[src/rtl/exit_distrib.sv]
`default_nettype none
// ============================================================================
// Module   : exit_distrib
// Purpose  : Egress packet distributor. Takes the serial word stream from the
//            shared buffer and steers whole packets into one of four egress
//            FIFOs, chosen by the header word. The port is held until the
//            last payload word has been accepted.
// Ports    : clk, rst_n            - clock, asynchronous active-low reset
//            i_sdata/i_data_valid  - incoming stream word and its valid
//            o_ready               - word accepted when valid & ready
//            i_fifoN_full (N=1..4) - almost-full of egress FIFO N
//            o_fifoN_wr_en         - registered write strobe to FIFO N
//            o_wdata               - registered shared write data
//            o_pkt_cnt_pN          - completed-packet counters (optional)
// Config   : EXIT_PKT_CNT_EN - adds four CNT_W-bit completed-packet counters
// Revision : 1.0 - initial release
// ============================================================================

`ifndef DATA_WIDTH
`define DATA_WIDTH 64
`endif

module exit_distrib #(
   parameter int DATA_WIDTH = `DATA_WIDTH,
   parameter int LEN_W      = 8
`ifdef EXIT_PKT_CNT_EN
   ,
   parameter int CNT_W      = 16
`endif
) (
   input  logic                  clk,
   input  logic                  rst_n,
   input  logic [DATA_WIDTH-1:0] i_sdata,
   input  logic                  i_data_valid,
   output logic                  o_ready,
   input  logic                  i_fifo1_full,
   input  logic                  i_fifo2_full,
   input  logic                  i_fifo3_full,
   input  logic                  i_fifo4_full,
   output logic                  o_fifo1_wr_en,
   output logic                  o_fifo2_wr_en,
   output logic                  o_fifo3_wr_en,
   output logic                  o_fifo4_wr_en,
   output logic [DATA_WIDTH-1:0] o_wdata
`ifdef EXIT_PKT_CNT_EN
   ,
   output logic [CNT_W-1:0]      o_pkt_cnt_p1,
   output logic [CNT_W-1:0]      o_pkt_cnt_p2,
   output logic [CNT_W-1:0]      o_pkt_cnt_p3,
   output logic [CNT_W-1:0]      o_pkt_cnt_p4
`endif
);

   typedef enum logic [0:0] {
      S_IDLE = 1'b0,
      S_BODY = 1'b1
   } state_t;

   state_t                  state_q, state_d;
   logic [LEN_W-1:0]        remain_q, remain_d;
   logic [1:0]              dest_q, dest_d;
   logic [3:0]              wr_en_q;
   logic [DATA_WIDTH-1:0]   wdata_q;

   logic [1:0]              w_hdr_dest;
   logic [LEN_W-1:0]        w_hdr_len;
   logic [1:0]              w_sel_dest;
   logic [3:0]              w_full_vec;
   logic [3:0]              w_sel_onehot;
   logic                    w_accept;
   logic                    w_last;

   // Header fields are decoded straight off the stream so a header can be
   // accepted in the same cycle it is presented.
   assign w_hdr_dest = i_sdata[1:0];
   assign w_hdr_len  = i_sdata[8+LEN_W-1:8];

   assign w_full_vec = {i_fifo4_full, i_fifo3_full, i_fifo2_full, i_fifo1_full};

   // In IDLE the destination comes from the word on the bus; in BODY from
   // the latched header.
   assign w_sel_dest   = (state_q == S_IDLE) ? w_hdr_dest : dest_q;
   assign w_sel_onehot = 4'b0001 << w_sel_dest;

   // Almost-full leaves one spare entry, which absorbs the registered write
   // of the word accepted in the same cycle the flag rises.
   assign o_ready  = rst_n & ~w_full_vec[w_sel_dest];
   assign w_accept = i_data_valid & o_ready;

   // Last word of a packet: a zero-length header, or the final payload word.
   assign w_last = (state_q == S_IDLE) ? (w_hdr_len == '0)
                                       : (remain_q == LEN_W'(1));

   always_comb begin
      state_d  = state_q;
      remain_d = remain_q;
      dest_d   = dest_q;
      if (w_accept) begin
         case (state_q)
            S_IDLE: begin
               if (w_hdr_len != '0) begin
                  state_d  = S_BODY;
                  remain_d = w_hdr_len;
                  dest_d   = w_hdr_dest;
               end
            end
            S_BODY: begin
               remain_d = remain_q - LEN_W'(1);
               if (remain_q == LEN_W'(1)) begin
                  state_d = S_IDLE;
               end
            end
            default: begin
               state_d = S_IDLE;
            end
         endcase
      end
   end

   always_ff @(posedge clk or negedge rst_n) begin
      if (!rst_n) begin
         state_q  <= S_IDLE;
         remain_q <= '0;
         dest_q   <= '0;
         wr_en_q  <= '0;
         wdata_q  <= '0;
      end else begin
         state_q  <= state_d;
         remain_q <= remain_d;
         dest_q   <= dest_d;
         wr_en_q  <= w_accept ? w_sel_onehot : 4'b0000;
         if (w_accept) begin
            wdata_q <= i_sdata;
         end
      end
   end

   assign o_fifo1_wr_en = wr_en_q[0];
   assign o_fifo2_wr_en = wr_en_q[1];
   assign o_fifo3_wr_en = wr_en_q[2];
   assign o_fifo4_wr_en = wr_en_q[3];
   assign o_wdata       = wdata_q;

`ifdef EXIT_PKT_CNT_EN
   logic [CNT_W-1:0] cnt_q [4];

   // Counter update is registered together with the write strobe of the
   // packet's last word; natural binary overflow provides the wrap.
   always_ff @(posedge clk or negedge rst_n) begin
      if (!rst_n) begin
         for (int i = 0; i < 4; i++) begin
            cnt_q[i] <= '0;
         end
      end else if (w_accept && w_last) begin
         cnt_q[w_sel_dest] <= cnt_q[w_sel_dest] + CNT_W'(1);
      end
   end

   assign o_pkt_cnt_p1 = cnt_q[0];
   assign o_pkt_cnt_p2 = cnt_q[1];
   assign o_pkt_cnt_p3 = cnt_q[2];
   assign o_pkt_cnt_p4 = cnt_q[3];
`else
   // Without the counters, packet completion has no observer.
   logic w_unused_last;
   assign w_unused_last = w_last;
`endif

endmodule

`default_nettype wire
[config.mk]
export PLATFORM = sky130hd
export DESIGN_NAME = exit_distrib
export DESIGN_NICKNAME = d
export VERILOG_FILES = /design/src/rtl/exit_distrib.sv
export SDC_FILE = /design/constraint.sdc
export NUM_CORES = 1
export LEC_CHECK = 0
export CAP_MARGIN = 10
export CORE_MARGIN = 10
export CORE_UTILIZATION = 47
export CTS_CLUSTER_SIZE = 14
export DETAILED_ROUTE_END_ITERATION = 10
export MAX_ROUTING_LAYER = met4
export PLACE_DENSITY = 0.95
export SETUP_SLACK_MARGIN = 0.05
export SYNTH_ARGS = -nofsm -noshare
export SYNTH_HDL_FRONTEND = slang
export SYNTH_SLANG_ARGS = --single-unit
[constraint.sdc]
create_clock -name clk -period 5.3 [get_ports clk]
set_input_delay 0.795 -clock clk [delete_from_list [all_inputs] [get_ports clk]]
set_output_delay 0.795 -clock clk [all_outputs]
set_load 0.05 [all_outputs]
After elaboration in Yosys (flattened, before gate mapping). Cells that the tools add are included.

Add/sub/neg operators: 1. Order comparisons: 1. Eq/ne operators: 2. Shift-type cells: 1. Multiplexer cells: 9. Bitwise logic cells: 4. Reduce and logical (&&, ||, !) cells: 3.

Operators by type and width (number): case mux 8 bit (2 select lines) (1); equality test 8 x 1 -> 1 bit (second input constant) (1); two-way mux 8 bit (1); nonzero test 8 bit (1); subtractor 8 x 1 -> 8 bit (second input constant) (1); two-way mux 4 bit (1); left shift 1 x 2 -> 4 bit (first input constant) (1); less-than comparator 2 x 3 -> 1 bit (second input constant) (1); two-way mux 1 bit (3); AND reduction 3 bit (1); bitwise AND 1 bit (2); binary-select mux 1 bit (select 2 bit) (1); two-way mux 2 bit (1); != test 2 x 1 -> 1 bit (second input constant) (1); inverter 1 bit (2); case mux 1 bit (2 select lines) (1); AND reduction 2 bit (1).

Bits in registers: 79. Input port bits: 71. Output and inout port bits: 69. Logic and storage cells: 26.

Longest topological paths before layout. Gate-level depths: netlist of run 1.

Depth after elaboration: 7. Mapped depth: 7. Mapped depth without buffers: 6.

Least setup slack after synthesis of run 1. No wires, ideal clock.

Kind: input-to-output. Start point: input i_fifo4_full. End point: output o_ready. Data arrival time: 2.186 ns. Required time: 4.505 ns. Setup slack: 2.319 ns. Stages: 3. Buffers on the path: 0. Cells stage by stage: mux2i_1 -> o221ai_2 -> nor3_1.

Word-level cells in the longest chain between the ends: 4.

Ends and longest elaborated chain: start: declaration (line 39) `input logic i_fifo4_full,`; binary-select mux 1 bit (select 2 bit) (line 87) `assign o_ready = rst_n & ~w_full_vec[w_sel_dest];`; two-way mux 1 bit (implied by the code) (line 87); inverter 1 bit (line 87); bitwise AND 1 bit (line 87); end: declaration (line 35) `output logic o_ready,`.

Every way passes these cells. The select of a mux whose other input is x is not followed.

Worst setup path after layout of run 1.
Start point: input i_sdata[0]. End point: output o_ready.

Word-level cells in the longest chain between the ends: 5.

Ends and longest elaborated chain: start: declaration (line 33) `input logic [DATA_WIDTH-1:0] i_sdata,`; two-way mux 2 bit (line 82) `assign w_sel_dest = (state_q == S_IDLE) ? w_hdr_dest : dest_q;`; binary-select mux 1 bit (select 2 bit) (line 87); two-way mux 1 bit (implied by the code) (line 87); inverter 1 bit (line 87); bitwise AND 1 bit (line 87).

Every way passes these cells. The select of a mux whose other input is x is not followed.

==> results of run 1 <==
power by group through the flow:
stage          clock network, W  registers (W)  logic, W
6_report               0.000497        0.00110   0.00224
5_1_grt                0.000530        0.00114   0.00233
4_1_cts                0.000506        0.00110   0.00226
3_5_place_dp                  0        0.00111   0.00225
3_3_place_gp                  0        0.00108   0.00222
2_1_floorplan                 0        0.00197  0.000647
cell type report:
type | count | area [µm²] | area share
Timing Repair Buffer | 142 | 1424 | 0.2739
Multi-Input combinational cell | 141 | 1423 | 0.2736
Tap cell | 99 | 123.9 | 0.02383
Inverter | 9 | 33.78 | 0.006498
Clock inverter | 6 | 93.84 | 0.01805
Sequential cell | 79 | 1977 | 0.3803
Clock buffer | 9 | 123.9 | 0.02383
synth_stat cells, types with 2 or more instances:
master                      instances  share of area
sky130_fd_sc_hd__a2bb2oi_1          3         0.0075
sky130_fd_sc_hd__and2_1             3         0.0053
sky130_fd_sc_hd__and3_1             3         0.0053
sky130_fd_sc_hd__buf_2              5         0.0071
sky130_fd_sc_hd__buf_6              5          0.016
sky130_fd_sc_hd__dfrtp_1           79           0.56
sky130_fd_sc_hd__ha_1               2         0.0071
sky130_fd_sc_hd__inv_1              9         0.0096
sky130_fd_sc_hd__mux2_2            36           0.11
sky130_fd_sc_hd__mux2_4            29           0.12
sky130_fd_sc_hd__mux2i_1            4          0.011
sky130_fd_sc_hd__nand2_1            8         0.0085
sky130_fd_sc_hd__nand2b_1           3         0.0053
sky130_fd_sc_hd__nand3b_1           2         0.0043
sky130_fd_sc_hd__nor2_1             8         0.0085
sky130_fd_sc_hd__nor3_1             4         0.0057
sky130_fd_sc_hd__nor3b_1            3         0.0064
sky130_fd_sc_hd__nor4_1             3         0.0053
sky130_fd_sc_hd__o211a_1            3         0.0085
sky130_fd_sc_hd__o21ai_0            2         0.0028
sky130_fd_sc_hd__o22ai_1            2         0.0035
path summary, 6_finish.rpt:
check / start / end / slack (ns) / cells after the start
setup reg to reg: state_q$_DFFE_PN0P_ / o_wdata[47]$_DFFE_PN0P_ / 2.62 / 5
min in group asynchronous: rst_n / wr_en_q[3]$_DFF_PN0_ / 0.68 / 2
setup / recovery: i_sdata[0] / o_ready / 1.66 / 5
hold reg to reg: o_wdata[9]$_DFFE_PN0P_ / o_wdata[9]$_DFFE_PN0P_ / 0.51 / 1
max in group asynchronous: rst_n / o_wdata[9]$_DFFE_PN0P_ / 3.96 / 2
hold / removal: o_wdata[9]$_DFFE_PN0P_ / o_wdata[9]$_DFFE_PN0P_ / 0.51 / 1
flip-flops by register name, summed over array words and instances, names as in the netlist:
register,flops
state_q,1
o_wdata,64
dest_q,2
wr_en_q,4
remain_q,8
metrics by stage:
stage | hold slack, ns | cell area [µm²] | setup slack [ns] | util
floorplan | 0.4994 | 3526 | 2.319 | -
global placement | 0.4892 | 4981 | 1.726 | 0.6831
detailed placement | 0.4921 | 4981 | 1.664 | 0.6831
CTS | 0.5138 | 5199 | 1.642 | 0.7129
global route | 0.5291 | 5199 | 1.549 | 0.7129
finish | 0.5113 | 5199 | 1.659 | 0.7129
layer usage:
layer / GRT usage / routed length [µm] / up-vias
met2: 0.2884 / 4954 / 94
li1: - / - / 1150
met3: 0.04611 / 572 / 7
met4: 0.05222 / 80 / 0
met1: 0.1873 / 3764 / 1259
met5: - / 0 / -
logic make-up after synthesis:
group	Yosys count	share of synthesized area
flops	79	0.5607
compound gates	22	0.05820
fa+ha+maj	2	0.007096
simple gates	48	0.08836
buf+inv	21	0.03584
mux	69	0.2498
critical path, stage by stage:
cell	delay, ns
sky130_fd_sc_hd__clkdlybuf4s50_1	0.63
sky130_fd_sc_hd__nand4bb_1	0.22
sky130_fd_sc_hd__o221ai_2	0.17
sky130_fd_sc_hd__nor3_1	0.19
sky130_fd_sc_hd__clkdlybuf4s50_1	0.84
==> flow_summary.html, run 1 <==
<table>
<tr><th>Metric</th><th>Value</th></tr>
<tr><th colspan="2">Final layout</th></tr>
<tr><td>Number of nets in the layout</td><td>455</td></tr>
<tr><td>Diode count</td><td>0</td></tr>
<tr><td>Area growth syn-to-layout</td><td>47.45%</td></tr>
<tr><td>Most used cells in the layout excluding fill and tap cells</td><td>138 x sky130_fd_sc_hd__clkdlybuf4s50_1, 79 x sky130_fd_sc_hd__dfrtp_1, 36 x sky130_fd_sc_hd__mux2_2, 29 x sky130_fd_sc_hd__mux2_4</td></tr>
<tr><td>Ratio of cells with drive above 1 in the final layout</td><td>0.2461</td></tr>
<tr><td>Most common library cell in the layout ignoring fill and taps</td><td>sky130_fd_sc_hd__clkdlybuf4s50_1</td></tr>
<tr><td>Post-route insts no fill</td><td>485</td></tr>
<tr><td>Filler Cells Inserted</td><td>508</td></tr>
<tr><th colspan="2">Routing</th></tr>
<tr><td>Via density per instance</td><td>5.175</td></tr>
<tr><td>Via count of the routed design</td><td>2510</td></tr>
<tr><td>Final Routed Wirelength</td><td>~9400 µm</td></tr>
<tr><td>Detailed-route wire length per cell</td><td>19.32 µm</td></tr>
<tr><td>Number of remaining DRC errors</td><td>0</td></tr>
<tr><td>DRT Pass-1 Iters</td><td>4</td></tr>
<tr><td>Remaining number of nets flagged by the antenna check after routing</td><td>0</td></tr>
<tr><td>Violation count after the first detailed-route iteration</td><td>84</td></tr>
<tr><th colspan="2">Clock network</th></tr>
<tr><td>Register clock-pin slew on the reported worst setup and hold paths</td><td>~0.08 ns</td></tr>
<tr><td>Total CTS buffers</td><td>9</td></tr>
<tr><td>Clock tree sinks</td><td>79</td></tr>
<tr><td>Clock latency at the later pin of the worst-skew pair</td><td>0.35 ns</td></tr>
<tr><td>Number of levels in the clock H-tree</td><td>3</td></tr>
<tr><td>CTS tree</td><td>done</td></tr>
<tr><td>Number of buffers inserted to repair setup after CTS</td><td>0</td></tr>
<tr><td>Post-cts gate resize count</td><td>0</td></tr>
<tr><td>Library cell used as clock root buffer</td><td>sky130_fd_sc_hd__clkbuf_8</td></tr>
<tr><td>CTS max path bufs</td><td>2</td></tr>
<tr><td>Count of hold-fix buffers inserted at cts</td><td>0</td></tr>
<tr><th colspan="2">Yosys</th></tr>
<tr><td>Async set or reset register ratio after synthesis</td><td>1.000</td></tr>
<tr><td>Post-synthesis sequential area ratio</td><td>0.5607</td></tr>
<tr><td>Post-Syn Area per Cell</td><td>around 15 µm²</td></tr>
<tr><td>Most frequently used flop master after synthesis</td><td>sky130_fd_sc_hd__dfrtp_1</td></tr>
<tr><td>Ys Warns</td><td>0</td></tr>
<tr><td>Mapped cell area</td><td>3526 µm²</td></tr>
<tr><td>Number of flops mapped to enable cells by yosys</td><td>0</td></tr>
<tr><td>Number of standard cells after synthesis</td><td>approximately 240</td></tr>
<tr><td>Count of distinct cell types in the synthesized netlist</td><td>46</td></tr>
<tr><td>Flops &amp; latches, synth</td><td>79</td></tr>
<tr><td>Syn_nets</td><td>314</td></tr>
<tr><th colspan="2">Worst setup path</th></tr>
<tr><td>Maximum fanout along the worst path</td><td>7</td></tr>
<tr><td>Crit Path Class</td><td>in -&gt; out</td></tr>
<tr><td>Data arrival, critical path</td><td>2.85 ns</td></tr>
<tr><td>Element type at the critical path end</td><td>output port</td></tr>
<tr><td>Worst Path Required</td><td>4.51 ns</td></tr>
<tr><td>Sort of element at the start of the critical path</td><td>input port</td></tr>
<tr><th colspan="2">Timing</th></tr>
<tr><td>Crit share post-route</td><td>0.6869</td></tr>
<tr><td>Fmax</td><td>about 0.27 GHz</td></tr>
<tr><td>Relative slew margins</td><td>0.3485</td></tr>
<tr><td>Final count of hold timing violations</td><td>0</td></tr>
<tr><td>Setup violations, final</td><td>0</td></tr>
<tr><td>Actual transition at the worst max-transition pin</td><td>0.9773 ns</td></tr>
<tr><td>RSZ-0062 raised after global routing</td><td>no</td></tr>
<tr><td>Max Clock Skew</td><td>0.009029 ns</td></tr>
<tr><td>Minimum clock period</td><td>around 3.6 ns</td></tr>
<tr><td>Number of pins exceeding their max-slew limit in the final report</td><td>0</td></tr>
<tr><td>Total negative slack</td><td>0 ns</td></tr>
<tr><th colspan="2">Floorplanning</th></tr>
<tr><td>Die Ht</td><td>106.6 µm</td></tr>
<tr><td>Area of the core</td><td>7292 µm²</td></tr>
<tr><td>I/O pin total</td><td>140</td></tr>
<tr><td>Die W</td><td>106.6 µm</td></tr>
<tr><td>Number of core rows</td><td>31</td></tr>
<tr><td>Effective utilization at floorplan</td><td>0.4835</td></tr>
<tr><td>Die Footprint</td><td>between 10000 and 15000 µm²</td></tr>
<tr><th colspan="2">Placed design</th></tr>
<tr><td>IO buf count</td><td>139</td></tr>
<tr><td>Half-perimeter wire length of the detailed placement result</td><td>6905 µm</td></tr>
<tr><td>GPL Wtd Cong</td><td>0.9073</td></tr>
<tr><td>Placed cell count</td><td>470</td></tr>
<tr><th colspan="2">Pwr</th></tr>
<tr><td>PnR Total Power</td><td>between 0.003 and 0.004 W</td></tr>
<tr><td>Part of the power in the clock network</td><td>0.130</td></tr>
<tr><td>Fraction of power spent switching nets</td><td>0.4646</td></tr>
<tr><td>VDD IR-drop max</td><td>~470 µV</td></tr>
<tr><td>Power density over cell area</td><td>737.8 nW/µm²</td></tr>
<tr><td>Leakage power summed over all cells</td><td>2.233 nW</td></tr>
<tr><td>Relative contribution of combinational cells to total power</td><td>0.584</td></tr>
<tr><td>Cell internal power dissipation</td><td>0.002054 W</td></tr>
<tr><td>Sw power</td><td>0.001782 W</td></tr>
<tr><td>Proportion of power drawn by flip-flops and latches</td><td>0.286</td></tr>
<tr><th colspan="2">Global route</th></tr>
<tr><td>Maximum number of pins on one net before global-route repair</td><td>80</td></tr>
<tr><td>Combined global-route utilization of all metal layers</td><td>0.1684</td></tr>
<tr><td>Initial antenna violation count</td><td>0</td></tr>
<tr><td>Wire length of the first global-routing pass</td><td>14720 µm</td></tr>
<tr><td>Number of global-route vias before repair</td><td>2714</td></tr>
<tr><td>Aggregate global routing overflow</td><td>0</td></tr>
<tr><th colspan="2">Job</th></tr>
<tr><td>Max capacitance violation total</td><td>0</td></tr>
<tr><th colspan="2">Status</th></tr>
<tr><td>Run status</td><td>complete, no violations</td></tr>
<tr><th colspan="2">Min path</th></tr>
<tr><td>Worst min path class</td><td>reg -&gt; reg</td></tr>
</table>
No activity file was read; power rests on OpenSTA's default activity.
==> inputs of run 2 (changes only) <==
--- a/config.mk
+++ b/config.mk
@@ -7,11 +7,11 @@
 export LEC_CHECK = 0
 export CAP_MARGIN = 10
 export CORE_MARGIN = 10
-export CORE_UTILIZATION = 47
+export CORE_UTILIZATION = 39
 export CTS_CLUSTER_SIZE = 14
 export DETAILED_ROUTE_END_ITERATION = 10
 export MAX_ROUTING_LAYER = met4
-export PLACE_DENSITY = 0.95
+export PLACE_DENSITY = 0.85
 export SETUP_SLACK_MARGIN = 0.05
 export SYNTH_ARGS = -nofsm -noshare
 export SYNTH_HDL_FRONTEND = slang
==> constraint.sdc (replaced) <==
create_clock -name clk -period 3.3 [get_ports clk]
set_input_delay 0.495 -clock clk [delete_from_list [all_inputs] [get_ports clk]]
set_output_delay 0.495 -clock clk [all_outputs]
set_load 0.05 [all_outputs]
==> flow_summary.html, run 2 (synthesis results as in run 1) <==
<table>
<tr><th>Metric</th><th>Value</th></tr>
<tr><th colspan="2">Worst setup path</th></tr>
<tr><td>Maximum fanout along the worst path</td><td>32</td></tr>
<tr><td>Sort of element at the start of the critical path</td><td>input port</td></tr>
<tr><td>Worst Path Required</td><td>3.52 ns</td></tr>
<tr><td>Crit Path Class</td><td>in -&gt; reg</td></tr>
<tr><td>Data arrival, critical path</td><td>2.69 ns</td></tr>
<tr><td>R2r worst-path depth</td><td>5</td></tr>
<tr><td>Element type at the critical path end</td><td>flop</td></tr>
<tr><th colspan="2">Global route</th></tr>
<tr><td>Combined global-route utilization of all metal layers</td><td>0.1415</td></tr>
<tr><td>Initial antenna violation count</td><td>0</td></tr>
<tr><td>Gr busiest metal</td><td>met2</td></tr>
<tr><td>Number of global-route vias before repair</td><td>2715</td></tr>
<tr><td>Aggregate global routing overflow</td><td>0</td></tr>
<tr><td>Met2 global-route usage</td><td>0.2365</td></tr>
<tr><td>Maximum number of pins on one net before global-route repair</td><td>between 40 and 50</td></tr>
<tr><td>Met1 track demand over resource in global routing</td><td>0.1583</td></tr>
<tr><td>Wire length of the first global-routing pass</td><td>roughly 14000 µm</td></tr>
<tr><td>Global routing usage on met3</td><td>0.04844</td></tr>
<tr><th colspan="2">Timing</th></tr>
<tr><td>Crit share post-route</td><td>0.7496</td></tr>
<tr><td>Max Clock Skew</td><td>0.01207 ns</td></tr>
<tr><td>Fmax</td><td>0.4042 GHz</td></tr>
<tr><td>Number of pins exceeding their max-slew limit in the final report</td><td>0</td></tr>
<tr><td>RSZ-0062 raised after global routing</td><td>no</td></tr>
<tr><td>Relative slew margins</td><td>0.5913</td></tr>
<tr><td>Setup violations, final</td><td>0</td></tr>
<tr><td>Actual transition at the worst max-transition pin</td><td>0.6131 ns</td></tr>
<tr><td>Final count of hold timing violations</td><td>0</td></tr>
<tr><td>Minimum clock period</td><td>~2.5 ns</td></tr>
<tr><td>Total negative slack</td><td>0 ns</td></tr>
<tr><th colspan="2">Final layout</th></tr>
<tr><td>Number of nets in the layout</td><td>458</td></tr>
<tr><td>Diode count</td><td>0</td></tr>
<tr><td>Max FFs per register</td><td>64</td></tr>
<tr><td>Most used cells in the layout excluding fill and tap cells</td><td>137 x sky130_fd_sc_hd__clkdlybuf4s50_1, 79 x sky130_fd_sc_hd__dfrtp_1, 36 x sky130_fd_sc_hd__mux2_2, 29 x sky130_fd_sc_hd__mux2_4, 10 x sky130_fd_sc_hd__clkbuf_8</td></tr>
<tr><td>Final core occ</td><td>0.5947</td></tr>
<tr><td>Filler Cells Inserted</td><td>712</td></tr>
<tr><td>Area growth syn-to-layout</td><td>47.80%</td></tr>
<tr><td>Ratio of cells with drive above 1 in the final layout</td><td>0.2513</td></tr>
<tr><td>Most common library cell in the layout ignoring fill and taps</td><td>sky130_fd_sc_hd__clkdlybuf4s50_1</td></tr>
<tr><th colspan="2">Clock network</th></tr>
<tr><td>CTS tree</td><td>done</td></tr>
<tr><td>Clock tree sinks</td><td>79</td></tr>
<tr><td>Post-cts gate resize count</td><td>0</td></tr>
<tr><td>Library cell used as clock root buffer</td><td>sky130_fd_sc_hd__clkbuf_8</td></tr>
<tr><td>Number of levels in the clock H-tree</td><td>3</td></tr>
<tr><td>Register clock-pin slew on the reported worst setup and hold paths</td><td>0.07 ns</td></tr>
<tr><td>Clock latency at the later pin of the worst-skew pair</td><td>0.34 ns</td></tr>
<tr><td>Total CTS buffers</td><td>9</td></tr>
<tr><td>CTS max path bufs</td><td>2</td></tr>
<tr><td>Count of hold-fix buffers inserted at cts</td><td>0</td></tr>
<tr><td>Number of buffers inserted to repair setup after CTS</td><td>0</td></tr>
<tr><th colspan="2">Routing</th></tr>
<tr><td>Via density per instance</td><td>4.976</td></tr>
<tr><td>Detailed-route wire length per cell</td><td>18.81 µm</td></tr>
<tr><td>Remaining number of nets flagged by the antenna check after routing</td><td>0</td></tr>
<tr><td>Final Routed Wirelength</td><td>9368 µm</td></tr>
<tr><td>Number of remaining DRC errors</td><td>0</td></tr>
<tr><td>Violation count after the first detailed-route iteration</td><td>104</td></tr>
<tr><td>Via count of the routed design</td><td>about 2500</td></tr>
<tr><td>DRT Pass-1 Iters</td><td>4</td></tr>
<tr><th colspan="2">Pwr</th></tr>
<tr><td>Leakage power summed over all cells</td><td>2.236 nW</td></tr>
<tr><td>Power density over cell area</td><td>roughly 1200 nW/µm²</td></tr>
<tr><td>PnR Total Power</td><td>just over 0.006 W</td></tr>
<tr><td>VDD IR-drop max</td><td>604.9 µV</td></tr>
<tr><th colspan="2">Placed design</th></tr>
<tr><td>IO buf count</td><td>139</td></tr>
<tr><td>GPL Wtd Cong</td><td>about 0.78</td></tr>
<tr><td>Half-perimeter wire length of the detailed placement result</td><td>7141 µm</td></tr>
<tr><th colspan="2">Floorplanning</th></tr>
<tr><td>Die Ht</td><td>about 120 µm</td></tr>
<tr><td>I/O pin total</td><td>140</td></tr>
<tr><td>Die W</td><td>115.1 µm</td></tr>
<tr><td>Effective utilization at floorplan</td><td>0.4023</td></tr>
<tr><td>Area of the core</td><td>8763 µm²</td></tr>
<tr><td>Number of core rows</td><td>34</td></tr>
<tr><td>Die Footprint</td><td>13240 µm²</td></tr>
<tr><th colspan="2">Status</th></tr>
<tr><td>Run status</td><td>complete, no violations</td></tr>
<tr><th colspan="2">Job</th></tr>
<tr><td>Max capacitance violation total</td><td>0</td></tr>
<tr><th colspan="2">Min path</th></tr>
<tr><td>Worst min path class</td><td>in -&gt; async</td></tr>
</table>
run 2: metrics by stage:
step / area, µm² / std cells / hold slack (ns) / setup WS (ns)
CTS: 5211 / 498 / 0.1938 / 0.8389
finish: 5211 / 498 / 0.1941 / 0.8262
global route: 5211 / 498 / 0.2085 / 0.7425
detailed placement: 5012 / 482 / 0.4915 / 0.4903
global placement: 5012 / 482 / 0.4899 / 0.5717
floorplan: 3526 / 241 / 0.1994 / 0.9186
run 2: critical path: stages:
cell and delay [ns]:
sky130_fd_sc_hd__clkdlybuf4s50_1 0.63, sky130_fd_sc_hd__mux2i_1 0.26, sky130_fd_sc_hd__o21ai_2 0.12, sky130_fd_sc_hd__nor4b_4 0.34, sky130_fd_sc_hd__buf_4 0.43, sky130_fd_sc_hd__mux2_2 0.39
run 2: layer usage:
metal | part of all wire | up-vias | wire length, µm
met5 | 0 | - | 0
met4 | 0.0084 | 0 | 79
met3 | 0.066 | 11 | 614
met2 | 0.53 | 80 | 4965
met1 | 0.40 | 1235 | 3709
li1 | - | 1152 | -
run 2: path summary, 6_finish.rpt:
| path | start | endpoint | slack, ns |
|---|---|---|---|
| min | rst_n | o_wdata[2]$_DFFE_PN0P_ | 0.19 |
| min reg2reg | o_wdata[34]$_DFFE_PN0P_ | o_wdata[34]$_DFFE_PN0P_ | 0.51 |
| max | i_sdata[1] | o_wdata[47]$_DFFE_PN0P_ | 0.83 |
| max in group asynchronous | rst_n | o_wdata[42]$_DFFE_PN0P_ | 2.14 |
| min in group clk | o_wdata[34]$_DFFE_PN0P_ | o_wdata[34]$_DFFE_PN0P_ | 0.51 |
| max reg2reg | dest_q[1]$_DFFE_PN0P_ | o_wdata[47]$_DFFE_PN0P_ | 1.14 |
run 2: where the power goes:
part	leakage (nW)	internal (W)	total [W]	switching, W
clock network	0.0932	0.000374	0.000725	0.000350
logic	1.19	0.00144	0.00363	0.00218
registers	0.948	0.00144	0.00174	0.000302
run 2: layout make-up:
type | instances | area (µm²) | area share
Timing Repair Buffer | 145 | 1444 | 0.2771
Multi-Input combinational cell | 141 | 1423 | 0.2730
Sequential cell | 79 | 1977 | 0.3794
Clock buffer | 12 | 145.1 | 0.02785
Tap cell | 108 | 135.1 | 0.02593
Inverter | 9 | 33.78 | 0.006483
Clock inverter | 4 | 53.80 | 0.01032
==> variant, RTL diff (config.mk and constraints of run 2) <==
`DATA_WIDTH`: 64 -> 96.
--- a/src/rtl/exit_distrib.sv
+++ b/src/rtl/exit_distrib.sv
@@ -19,3 +19,3 @@
 `ifndef DATA_WIDTH
-`define DATA_WIDTH 64
+`define DATA_WIDTH 96
 `endif
Ports: changed (resized i_sdata and o_wdata); port bits go from 140 to 204. No check against the original RTL was run, so the function may have changed too.
==> variant against run 2 <==
Cell area is 40% higher. Power is 44% higher. Sequential cell count increased by 32. Worst setup slack worse by 190 ps. Area after synthesis grew 37%. Non-clock buffer count is 65 higher. Worst hold slack improved by 32 ps. Combinational power up 44%. Utilization up 1.1 points. Clock skew decreased by 3.7 ps. Wire length is 44% higher. Die area up 30%. First-iteration DRC count rose by 88%. Via count grew 35%. Critical path type unchanged. Critical endpoint is now o_wdata[87].
==> variant: results (changes against run 2) <==
| Metric | Value |
|---|---|
| Slowest cell on the critical path | `or4b_2` |
| Adder-cell share of the synthesized area | `0.5184% (-0.19 points)` |
| CTS Root Cell | `clkbuf_16` |
| Critical path fanouts, max | `35 (+9.4%)` |
| Complex-gate fraction of the synthesized area | `4.121% (-1.7 points)` |
| Final Wtd Congestion | `0.8339 (+6.6%)` |
| CP max stage delay | `690 ps (+60 ps)` |
| Met3 Use GR | `4.611% (-0.23 points)` |
| Post-CTS Setup Inserts | `0 (unchanged)` |
| Static Leak | `3.308 nW (+48%)` |
| Max rail drop VDD | `525.2 uV (-13%)` |
| Buffers on Ports | `203 (+46%)` |
| Pre-CTS setup slack | `291.0 ps (-199.4 ps)` |
| Seq/Total Area, Yosys | `57.54% (+1.5 points)` |
| Syn nets | `417 (+33%)` |
| WL met2 | `6614 um (+33%)` |
| Largest net degree at the start of global routing | `73 (+49%)` |
| Synth unique cells | `36 (-22%)` |
| M1 WL | `5802 um (+56%)` |
| Final nets | `620 (+35%)` |
| Post-DP HPWL | `10550 um (+48%)` |
| Routed WL | `13530 um (+44%)` |
| Post-synthesis mux area share | `28.20% (+3.2 points)` |
| Share of layout cells above drive strength 1 | `22.50% (-2.6 points)` |
| Vias in the first global route | `3706 (+37%)` |
| Post-synthesis xor/xnor area fraction | `0% (unchanged)` |
| First-pass GRT wire length | `21590 um (+49%)` |
| Top cells by instance count after synthesis | `dfrtp_1, mux2_4, mux2_2` |
| Clock Skews | `8.337 ps (-3.735 ps)` |
| Worst skew pair latency | `340 ps (about the same)` |
| Metal3 WL | `926 um (+51%)` |
| GRT Util Overall | `15.97% (+1.8 points)` |
| Status | `finished, final reports clean` |
| M2 GR Usage | `25.45% (+1.8 points)` |
| Worst slew pin tran | `905.7 ps (+292.6 ps)` |
| Fillers | `937 (+32%)` |
| Ys Warns | `0 (unchanged)` |
| Top cells by area, synth | `dfrtp_1, mux2_4, mux2_2, buf_6, mux2_1` |
| Starting DRT DRC Count | `195 (+88%)` |
| Via count | `3334 (+35%)` |
| Max FFs per register | `96 (+50%)` |
| First-pass DRT Iterations | `4 (unchanged)` |
==> variant: through the flow <==
step / power, mW / cells / instance area [sq um] / hold WS [ps]
2_1_floorplan: 5.973 / 312 / 4827 / 199.4
3_3_place_gp: 7.609 / 672 / 7003 / 471.2
3_5_place_dp: 7.733 / 672 / 7003 / 480.4
4_1_cts: 8.855 / 688 / 7300 / 237.2
5_1_grt: 9.156 / 688 / 7300 / 271.8
6_report: 8.758 / 688 / 7300 / 226.5
==> variant: worst max-delay path: cells and delay by family <==
kind / cells / cell delay [ps]
AND/OR/NAND/NOR: 3 / 1180
multiplexers: 1 / 370
buffers and inverters: 2 / 820
==> variant: layout make-up <==
type	instances	share of cell area (%)
Clock buffer	9	3.085
Clock inverter	7	0.9770
Inverter	7	0.3600
Multi-Input combinational cell	176	25.64
Sequential cell	111	38.05
Tap cell	168	2.880
Timing Repair Buffer	210	29.00
==> variant: logic make-up (layout without fill, tap and decap cells) <==
family | Yosys count | count (layout)
buffers and inverters | 25 | 233
flip-flops | 111 | 111
multiplexers | 98 | 98
adder cells (fa/ha/maj) | 2 | 2
AO/OA/AOI/OAI | 25 | 25
AND/OR/NAND/NOR | 51 | 51
==> variant: final timing paths <==
check	start	endpoint	slack (ps)	cells after the start
hold / removal	rst_n	dest_q[0]	230	2
min in group clk	o_wdata[8]	o_wdata[8]	490	2
hold reg to reg	o_wdata[8]	o_wdata[8]	490	2
max in group asynchronous	rst_n	remain_q[6]	1760	3
setup reg to reg	state_q	o_wdata[87]	810	5
setup / recovery	i_sdata[1]	o_wdata[87]	640	6
==> variant: power breakdown <==
part           leakage, nW  internal [mW]  total (mW)  switching, mW
combinational         1.84           2.11        5.23           3.12
clock                0.138          0.589        1.08          0.490
sequential            1.33           2.03        2.45          0.419
total                 3.31           4.73        8.76           4.03
